===== config.mk =====
export PLATFORM = sky130hd
export DESIGN_NAME = voice_scheduler
export DESIGN_NICKNAME = d
export VERILOG_FILES = /design/src/rtl/voice_scheduler_pkg.sv /design/src/rtl/voice_allocator.sv /design/src/rtl/voice_scheduler.sv
export SDC_FILE = /design/constraint.sdc
export NUM_CORES = 1
export LEC_CHECK = 0
export BUFFER_PORTS_ARGS = -buffer_cell sky130_fd_sc_hd__buf_2
export CAP_MARGIN = 20
export CELL_PAD_IN_SITES_DETAIL_PLACEMENT = 1
export CELL_PAD_IN_SITES_GLOBAL_PLACEMENT = 1
export CORE_MARGIN = 5
export CORE_UTILIZATION = 48
export DETAILED_ROUTE_END_ITERATION = 6
export PLACE_DENSITY = 0.81
export SLEW_MARGIN = 5
export SYNTH_ARGS = -nofsm -noshare
export SYNTH_HDL_FRONTEND = slang
export SYNTH_SLANG_ARGS = --single-unit

===== constraint.sdc =====
create_clock -name clk_in -period 3.06 [get_ports clk_in]
set_input_delay 0.612 -clock clk_in [delete_from_list [all_inputs] [get_ports clk_in]]
set_output_delay 0.612 -clock clk_in [all_outputs]
set_load 0.01 [all_outputs]

===== src/rtl/voice_scheduler_pkg.sv =====
// -----------------------------------------------------------------------------
// voice_scheduler_pkg
// Shared definitions for the voice scheduler slice:
//   - default sizing constants (voices, notes, sample address, sample width)
//   - the scheduler FSM state enum
//   - the voice-slot record {active, note, addr} at default sizing
//   - idx_width(): width of an index into n items, never narrower than 1 bit
// -----------------------------------------------------------------------------
package voice_scheduler_pkg;

  localparam int DEF_NUM_VOICES = 4;
  localparam int DEF_NUM_NOTES  = 8;
  localparam int DEF_ADDR_WIDTH = 13;
  localparam int DEF_DATA_WIDTH = 16;
  localparam int DEF_NOTE_WIDTH = $clog2(DEF_NUM_NOTES);

  typedef enum logic [1:0] {
    IDLE   = 2'd0,
    ISSUE  = 2'd1,
    DRAIN  = 2'd2,
    COMMIT = 2'd3
  } sched_state_t;

  typedef struct packed {
    logic                      active;
    logic [DEF_NOTE_WIDTH-1:0] note;
    logic [DEF_ADDR_WIDTH-1:0] addr;
  } voice_slot_t;

  function automatic int idx_width(input int n);
    return (n > 1) ? $clog2(n) : 1;
  endfunction

endpackage


===== src/rtl/voice_allocator.sv =====
// -----------------------------------------------------------------------------
// voice_allocator
// Purely combinational slot search for note events.
//   slot_active : per-slot playing flags
//   slot_notes  : per-slot note numbers, slot k at [k*NOTE_WIDTH +: NOTE_WIDTH]
//   ev_note     : note of the offered event
//   steal_ptr   : slot to take when every slot is busy
//   on_slot     : target slot for a note-on (match > lowest free > steal)
//   on_steal    : 1 when on_slot came from the steal pointer
//   off_mask    : slots a note-off for ev_note must silence
// -----------------------------------------------------------------------------
module voice_allocator
  import voice_scheduler_pkg::*;
#(
  parameter int NUM_VOICES = DEF_NUM_VOICES,
  parameter int NOTE_WIDTH = DEF_NOTE_WIDTH,
  parameter int IDX_WIDTH  = idx_width(DEF_NUM_VOICES)
) (
  input  logic [NUM_VOICES-1:0]            slot_active,
  input  logic [NUM_VOICES*NOTE_WIDTH-1:0] slot_notes,
  input  logic [NOTE_WIDTH-1:0]            ev_note,
  input  logic [IDX_WIDTH-1:0]             steal_ptr,
  output logic [IDX_WIDTH-1:0]             on_slot,
  output logic                             on_steal,
  output logic [NUM_VOICES-1:0]            off_mask
);

  // Only a playing slot counts as "holding" a note; a silenced slot keeps its
  // old note number but is free for reuse.
  logic [NUM_VOICES-1:0] match_vec;

  genvar gi;
  generate
    for (gi = 0; gi < NUM_VOICES; gi++) begin : g_match
      assign match_vec[gi] = slot_active[gi] &&
                             (slot_notes[gi*NOTE_WIDTH +: NOTE_WIDTH] == ev_note);
    end
  endgenerate

  assign off_mask = match_vec;

  logic                 match_hit;
  logic                 free_hit;
  logic [IDX_WIDTH-1:0] match_idx;
  logic [IDX_WIDTH-1:0] free_idx;

  // Scanning downwards leaves the lowest qualifying index in place.
  always_comb begin
    match_hit = 1'b0;
    free_hit  = 1'b0;
    match_idx = '0;
    free_idx  = '0;
    for (int k = NUM_VOICES - 1; k >= 0; k--) begin
      if (match_vec[k]) begin
        match_hit = 1'b1;
        match_idx = IDX_WIDTH'(k);
      end
      if (!slot_active[k]) begin
        free_hit = 1'b1;
        free_idx = IDX_WIDTH'(k);
      end
    end
  end

  always_comb begin
    on_slot  = steal_ptr;
    on_steal = 1'b0;
    if (match_hit) begin
      on_slot = match_idx;
    end else if (free_hit) begin
      on_slot = free_idx;
    end else begin
      on_steal = 1'b1;
    end
  end

endmodule


===== src/rtl/voice_scheduler.sv =====
// -----------------------------------------------------------------------------
// voice_scheduler
// Time-multiplexes NUM_VOICES wavetable voices over one shared wave BRAM and
// mixes them into one signed sample per sample_tick.
//   clk_in, rst_in       : clock, asynchronous active-low reset
//   sample_tick          : starts one mix frame (accepted only when idle)
//   ev_valid/ev_on/ev_note, ev_ready : note-on/off event handshake (idle only)
//   bram_addr, bram_data : shared {note, sample} read port, BRAM_LATENCY deep
//   mix_out, mix_valid   : frame sum and its one-cycle strobe
//   voice_active         : per-slot playing flags
//   overrun              : sticky, a tick arrived while a frame was running
// Frame timing: tick at edge t -> ISSUE slots 0..N-1 -> DRAIN for the BRAM
// latency -> COMMIT -> mix_valid visible after edge t+N+L+1.
// -----------------------------------------------------------------------------
module voice_scheduler
  import voice_scheduler_pkg::*;
#(
  parameter int NUM_VOICES   = DEF_NUM_VOICES,
  parameter int NUM_NOTES    = DEF_NUM_NOTES,
  parameter int ADDR_WIDTH   = DEF_ADDR_WIDTH,
  parameter int DATA_WIDTH   = DEF_DATA_WIDTH,
  parameter int BRAM_LATENCY = 2,
  localparam int NOTE_WIDTH  = $clog2(NUM_NOTES),
  localparam int MIX_WIDTH   = DATA_WIDTH + $clog2(NUM_VOICES)
) (
  input  logic                           clk_in,
  input  logic                           rst_in,
  input  logic                           sample_tick,
  input  logic                           ev_valid,
  input  logic                           ev_on,
  input  logic [NOTE_WIDTH-1:0]          ev_note,
  output logic                           ev_ready,
  output logic [NOTE_WIDTH+ADDR_WIDTH-1:0] bram_addr,
  input  logic [DATA_WIDTH-1:0]          bram_data,
  output logic [MIX_WIDTH-1:0]           mix_out,
  output logic                           mix_valid,
  output logic [NUM_VOICES-1:0]          voice_active,
  output logic                           overrun
);

  localparam int IDX_WIDTH   = idx_width(NUM_VOICES);
  localparam int DRAIN_WIDTH = idx_width(BRAM_LATENCY);
  localparam logic [IDX_WIDTH-1:0]   LAST_SLOT  = IDX_WIDTH'(NUM_VOICES - 1);
  localparam logic [DRAIN_WIDTH-1:0] LAST_DRAIN = DRAIN_WIDTH'(BRAM_LATENCY - 1);

  // ---------------------------------------------------------------- FSM
  sched_state_t           state_reg, state_next;
  logic [IDX_WIDTH-1:0]   slot_reg, slot_next;
  logic [DRAIN_WIDTH-1:0] drain_reg, drain_next;

  always_ff @(posedge clk_in or negedge rst_in) begin
    if (!rst_in) begin
      state_reg <= IDLE;
      slot_reg  <= '0;
      drain_reg <= '0;
    end else begin
      state_reg <= state_next;
      slot_reg  <= slot_next;
      drain_reg <= drain_next;
    end
  end

  always_comb begin
    state_next = state_reg;
    slot_next  = slot_reg;
    drain_next = drain_reg;
    unique case (state_reg)
      IDLE: begin
        if (sample_tick) begin
          state_next = ISSUE;
          slot_next  = '0;
        end
      end
      ISSUE: begin
        if (slot_reg == LAST_SLOT) begin
          state_next = DRAIN;
          drain_next = '0;
        end else begin
          slot_next = slot_reg + 1'b1;
        end
      end
      DRAIN: begin
        if (drain_reg == LAST_DRAIN) begin
          state_next = COMMIT;
        end else begin
          drain_next = drain_reg + 1'b1;
        end
      end
      COMMIT: state_next = IDLE;
      default: state_next = IDLE;
    endcase
  end

  assign ev_ready = (state_reg == IDLE);

  logic ev_accept;
  assign ev_accept = ev_valid && ev_ready;

  // ---------------------------------------------------------------- voice table
  logic [NUM_VOICES-1:0]            active_vec;
  logic [NUM_VOICES*NOTE_WIDTH-1:0] notes_flat;
  logic [NOTE_WIDTH-1:0]            slot_note [NUM_VOICES];
  logic [ADDR_WIDTH-1:0]            slot_addr [NUM_VOICES];

  logic [IDX_WIDTH-1:0]  on_slot;
  logic                  on_steal;
  logic [NUM_VOICES-1:0] off_mask;
  logic [IDX_WIDTH-1:0]  steal_ptr_reg;

  voice_allocator #(
    .NUM_VOICES (NUM_VOICES),
    .NOTE_WIDTH (NOTE_WIDTH),
    .IDX_WIDTH  (IDX_WIDTH)
  ) u_alloc (
    .slot_active (active_vec),
    .slot_notes  (notes_flat),
    .ev_note     (ev_note),
    .steal_ptr   (steal_ptr_reg),
    .on_slot     (on_slot),
    .on_steal    (on_steal),
    .off_mask    (off_mask)
  );

  genvar gi;
  generate
    for (gi = 0; gi < NUM_VOICES; gi++) begin : g_slot
      logic                  active_reg;
      logic [NOTE_WIDTH-1:0] note_reg;
      logic [ADDR_WIDTH-1:0] addr_reg;

      // Events only land in IDLE, COMMIT never overlaps IDLE, so the three
      // update sources are mutually exclusive in time.
      always_ff @(posedge clk_in or negedge rst_in) begin
        if (!rst_in) begin
          active_reg <= 1'b0;
          note_reg   <= '0;
          addr_reg   <= '0;
        end else if (ev_accept && ev_on && (on_slot == IDX_WIDTH'(gi))) begin
          active_reg <= 1'b1;
          note_reg   <= ev_note;
          addr_reg   <= '0;
        end else if (ev_accept && !ev_on && off_mask[gi]) begin
          active_reg <= 1'b0;
        end else if ((state_reg == COMMIT) && active_reg) begin
          addr_reg <= addr_reg + 1'b1;  // natural wrap gives looping playback
        end
      end

      assign active_vec[gi]                            = active_reg;
      assign notes_flat[gi*NOTE_WIDTH +: NOTE_WIDTH]   = note_reg;
      assign slot_note[gi]                             = note_reg;
      assign slot_addr[gi]                             = addr_reg;
    end
  endgenerate

  always_ff @(posedge clk_in or negedge rst_in) begin
    if (!rst_in) begin
      steal_ptr_reg <= '0;
    end else if (ev_accept && ev_on && on_steal) begin
      steal_ptr_reg <= (steal_ptr_reg == LAST_SLOT) ? '0 : steal_ptr_reg + 1'b1;
    end
  end

  assign voice_active = active_vec;

  // ---------------------------------------------------------------- address issue
  always_comb begin
    bram_addr = '0;
    if (state_reg == ISSUE) begin
      bram_addr = {slot_note[slot_reg], slot_addr[slot_reg]};
    end
  end

  // ---------------------------------------------------------------- accumulate
  // add_pipe_reg tracks "this slot's sample counts" alongside the BRAM read,
  // so its last stage lines up with bram_data for the issued address.
  logic [BRAM_LATENCY-1:0] add_pipe_reg, add_pipe_next;
  logic                    issue_add;

  assign issue_add = (state_reg == ISSUE) && active_vec[slot_reg];

  generate
    if (BRAM_LATENCY == 1) begin : g_pipe1
      assign add_pipe_next = issue_add;
    end else begin : g_pipen
      assign add_pipe_next = {add_pipe_reg[BRAM_LATENCY-2:0], issue_add};
    end
  endgenerate

  logic signed [MIX_WIDTH-1:0] data_ext;
  logic signed [MIX_WIDTH-1:0] acc_reg;
  logic        [MIX_WIDTH-1:0] mix_reg;
  logic                        mix_valid_reg;
  logic                        overrun_reg;

  assign data_ext = MIX_WIDTH'($signed(bram_data));

  always_ff @(posedge clk_in or negedge rst_in) begin
    if (!rst_in) begin
      add_pipe_reg  <= '0;
      acc_reg       <= '0;
      mix_reg       <= '0;
      mix_valid_reg <= 1'b0;
      overrun_reg   <= 1'b0;
    end else begin
      add_pipe_reg  <= add_pipe_next;
      mix_valid_reg <= 1'b0;
      if (state_reg == COMMIT) begin
        mix_reg       <= acc_reg;
        mix_valid_reg <= 1'b1;
        acc_reg       <= '0;
      end else if (add_pipe_reg[BRAM_LATENCY-1]) begin
        acc_reg <= acc_reg + data_ext;
      end
      if (sample_tick && (state_reg != IDLE)) begin
        overrun_reg <= 1'b1;
      end
    end
  end

  assign mix_out   = mix_reg;
  assign mix_valid = mix_valid_reg;
  assign overrun   = overrun_reg;

endmodule

==> key figures <==
Run status
  – Status: completed

Power and ir drop
  – Clock Power Share: 0.291
  – Share of power burned in registers: 0.315
  – Peak supply drop: 0.442 mV
  – Internal: 4750 uW
  – Switch Pwr: 2800 uW
  – Cell Pwr Density: 955 nW/um2
  – Sw Ratio: 0.371
  – Leak pwr: 0.00371 uW
  – Logic gate share of total power: 0.393

Critical path
  – CP peak stage delay: 0.59 ns
  – Critical path arrival: 2.02 ns
  – Startpoint Class: register
  – R2R Path Start: state_reg[0]$_DFFE_PN0P_
  – Critical Path Fanout Max: 22
  – Crit path launch: slot_reg[0]$_DFFE_PN0P_
  – FF-to-FF path depth: 7
  – Cell Chain, Critical Path: buf_4 -> mux4_2 -> and2_1 -> buf_2
  – CP Capture Type: primary output
  – CP top delay family: multiplexers
  – Worst Path Required: 2.45 ns
  – Worst reg2reg endpoint: g_slot[2].note_reg[2]$_DFFE_PN0N_
  – Flop2flop setup slack: 0.53 ns
  – Critical path buffer and inverter count: 2
  – Crit Path Class: reg2out
  – Slowest cell on the critical path: mux4_2

Floorplan
  – Die area: 16500 um2
  – Initial Utilization: 0.487
  – I/O Pins: 65
  – Die Y-Extent: 128 um
  – CORE AREA: 13800 um2
  – FP Rows: 43
  – DIE WIDTH: 128 um

Routing
  – Routed WL: 17700 um
  – ANT nets after route: 0
  – Met2 Wirelength: 9170 um
  – Detail-routed via count per cell: 5.73
  – Drt first pass iters: 5
  – WL met3: 748 um
  – Vias: 5117
  – Starting DRT DRC Count: 301
  – Highest Signal Layer: met4
  – Wire per inst: 19.8 um
  – Residual DRC: 0
  – Met1 Wirelength: 7490 um

Timing
  – Tmin final: 2.63 ns
  – Finish-stage setup viols: 0
  – Skew final: 0.00911 ns
  – Rel. slew slack: 0.563
  – Final Hold Viols: 0
  – Setup TNS: 0 ns
  – Final worst path period share: 0.859
  – RSZ-0062 raised after global routing: false
  – Slew @ Worst Pin: 0.655 ns
  – Pins Over Slew Limit: 0
  – FMAX: 0.381 GHz

Synthesis
  – Syn_nets: 680
  – Mean Syn Cell Area: 10.7 um2
  – Largest area contributor in the netlist: dfrtp_1
  – Area fraction of the dominant cell type after synthesis: 0.427
  – Main synth FF type: dfrtp_1
  – Seq/Total Area, Yosys: 0.427
  – Yosys Warn Count: 0
  – Count of cell types in the netlist: 68
  – Async SR Flop Fraction: 1.00
  – Top post-synthesis cells by area: dfrtp_1 (43%), mux4_2 (5.7%), xor2_1 (5.2%)
  – Post-synthesis register bit count: 115
  – Cell Area, Synth: 6740 um2
  – Post-Syn Instances: 628
  – Post-synth EDFFs: 0

GRT
  – Largest net degree at the start of global routing: 48
  – All-Layer GR Usage: 0.226
  – Vias in the first global route: 5616
  – Grt ovf: 0
  – First-pass GRT wire length: 29300 um
  – Initial antenna violation count: 0

CTS
  – CTS Buffer Depth: 2
  – CTS Root Cell: clkbuf_16
  – Clk pin slew, worst setup/hold paths: 0.06 ns
  – Total clock buffers created by CTS: 17
  – CTS hold repair buffers: 0
  – TritonCTS clock tree: built
  – Post-CTS Setup Inserts: 0
  – Clock sinks: 115
  – Clk_lat worst skew: 0.42 ns
  – CTS H-tree lvls: 4
  – Post-CTS resize count: 0

Layout
  – Nets@finish: 752
  – Multi-input logic area: 3680 um2
  – Antenna diode count: 0
  – Area growth from synthesis to layout: 17.3%
  – Largest register FFs: 52
  – FILL cells: 1511
  – FF/Latch Area: 2880 um2
  – Share of layout cells above drive strength 1: 0.240
  – Final Cell Area: 7900 um2

Worst hold path
  – Min-delay worst type: in2async

Placed design
  – Placed standard-cell area: 7250 um2
  – Detailed placement HPWL: 12700 um
  – Gp weighted congestion: 0.912
  – Port Buffers: 64

Run
  – Max_cap viols: 0
-- worst max-delay path by stage --
stage / to / slack, ns / cells past startpoint
after detailed placement: acc_reg[17]$_DFFE_PN0P_ / 0.27 / 9
after global placement: acc_reg[17]$_DFFE_PN0P_ / 0.31 / 9
final: bram_addr[3] / 0.43 / 4
after global routing: bram_addr[3] / 0.32 / 4
after CTS: bram_addr[3] / 0.39 / 4
after floorplan: acc_reg[17]$_DFFE_PN0P_ / 0.55 / 8
-- synth_stat cells (2+ instances only) --
| cell | number |
|---|---|
| nand4_1 | 12 |
| a31oi_1 | 3 |
| or3_1 | 4 |
| mux2i_1 | 12 |
| nand3b_1 | 4 |
| nand3_1 | 19 |
| buf_2 | 3 |
| nand3_2 | 3 |
| a21o_1 | 9 |
| nand4b_1 | 2 |
| dfrtp_1 | 115 |
| a22oi_1 | 2 |
| xor2_1 | 40 |
| nor2_1 | 81 |
| mux2_1 | 12 |
| o211ai_1 | 3 |
| and2_1 | 18 |
| mux4_2 | 17 |
| buf_1 | 4 |
| a21oi_1 | 20 |
| nand2b_1 | 7 |
| nor3_1 | 13 |
| nor2b_1 | 10 |
| inv_1 | 13 |
| mux2_2 | 22 |
| clkbuf_1 | 8 |
| a21boi_0 | 3 |
| and3_1 | 9 |
| o21a_1 | 6 |
| buf_4 | 8 |
| a211oi_1 | 4 |
| xnor2_1 | 31 |
| nand2_1 | 35 |
| ha_1 | 27 |
| o21ai_0 | 16 |
-- stage by stage --
step | total power (uW) | setup slack [ns] | std cells | utilization | hold slack (ns)
2_1_floorplan | 4480 | 0.555 | 628 | - | 0.316
3_3_place_gp | 5160 | 0.307 | 861 | 0.525 | 0.332
3_5_place_dp | 5330 | 0.271 | 861 | 0.525 | 0.340
4_1_cts | 7600 | 0.390 | 893 | 0.572 | 0.214
5_1_grt | 8030 | 0.320 | 893 | 0.572 | 0.243
6_report | 7550 | 0.432 | 893 | 0.572 | 0.200
-- cells in the final DEF, fill, tap and decap left out, types with 4 or more instances in the layout --
cell type,netlist,final
mux2i_1,12,12
or3_1,4,4
clkbuf_16,0,17
nand3_1,19,19
nor2b_1,10,10
bufinv_16,0,5
nor3_1,13,13
o21ai_0,16,16
clkinvlp_4,0,4
nand3b_1,4,4
a21oi_1,20,20
mux4_2,17,17
a211oi_1,4,4
nand2_1,35,35
inv_1,13,13
dfrtp_1,115,115
o21a_1,6,6
and3_1,9,9
xnor2_1,31,31
nand4_1,12,12
mux2_2,22,22
xor2_1,40,40
mux2_1,12,12
buf_2,3,63
buf_4,8,14
and2_1,18,18
a21o_1,9,9
nand2b_1,7,7
ha_1,27,26
nor2_1,81,81
-- layout make-up --
cell class                      instances  share of cell area
Sequential cell                       115               0.364
Clock buffer                           19              0.0560
Timing Repair Buffer                   77              0.0532
Inverter                               13             0.00617
Clock inverter                         13              0.0263
Tap cell                              180              0.0285
Multi-Input combinational cell        476               0.466
-- per-layer routing --
| metal | vias to the layer above | track usage |
|---|---|---|
| met3 | 21 | 0.0361 |
| met2 | 114 | 0.399 |
| met4 | 0 | 0.0768 |
| met5 | - | 0 |
| li1 | 2365 | - |
| met1 | 2617 | 0.281 |
-- logic make-up after synthesis --
logic type,after synthesis,synth area share
buf+inv,37,0.0267
compound gates,83,0.0908
fa+ha+maj,28,0.0531
flops,115,0.427
mux,63,0.132
xor+xnor,71,0.0923
simple gates,231,0.178
-- power groups by stage --
stage | sequential [uW] | combinational (uW) | clock (uW)
finish | 2380 | 2970 | 2200
global route | 2440 | 3270 | 2320
CTS | 2380 | 2990 | 2230
detailed placement | 2400 | 2940 | 0
global placement | 2360 | 2800 | 0
floorplan | 2300 | 2180 | 0
No activity file was read; power rests on OpenSTA's default activity.
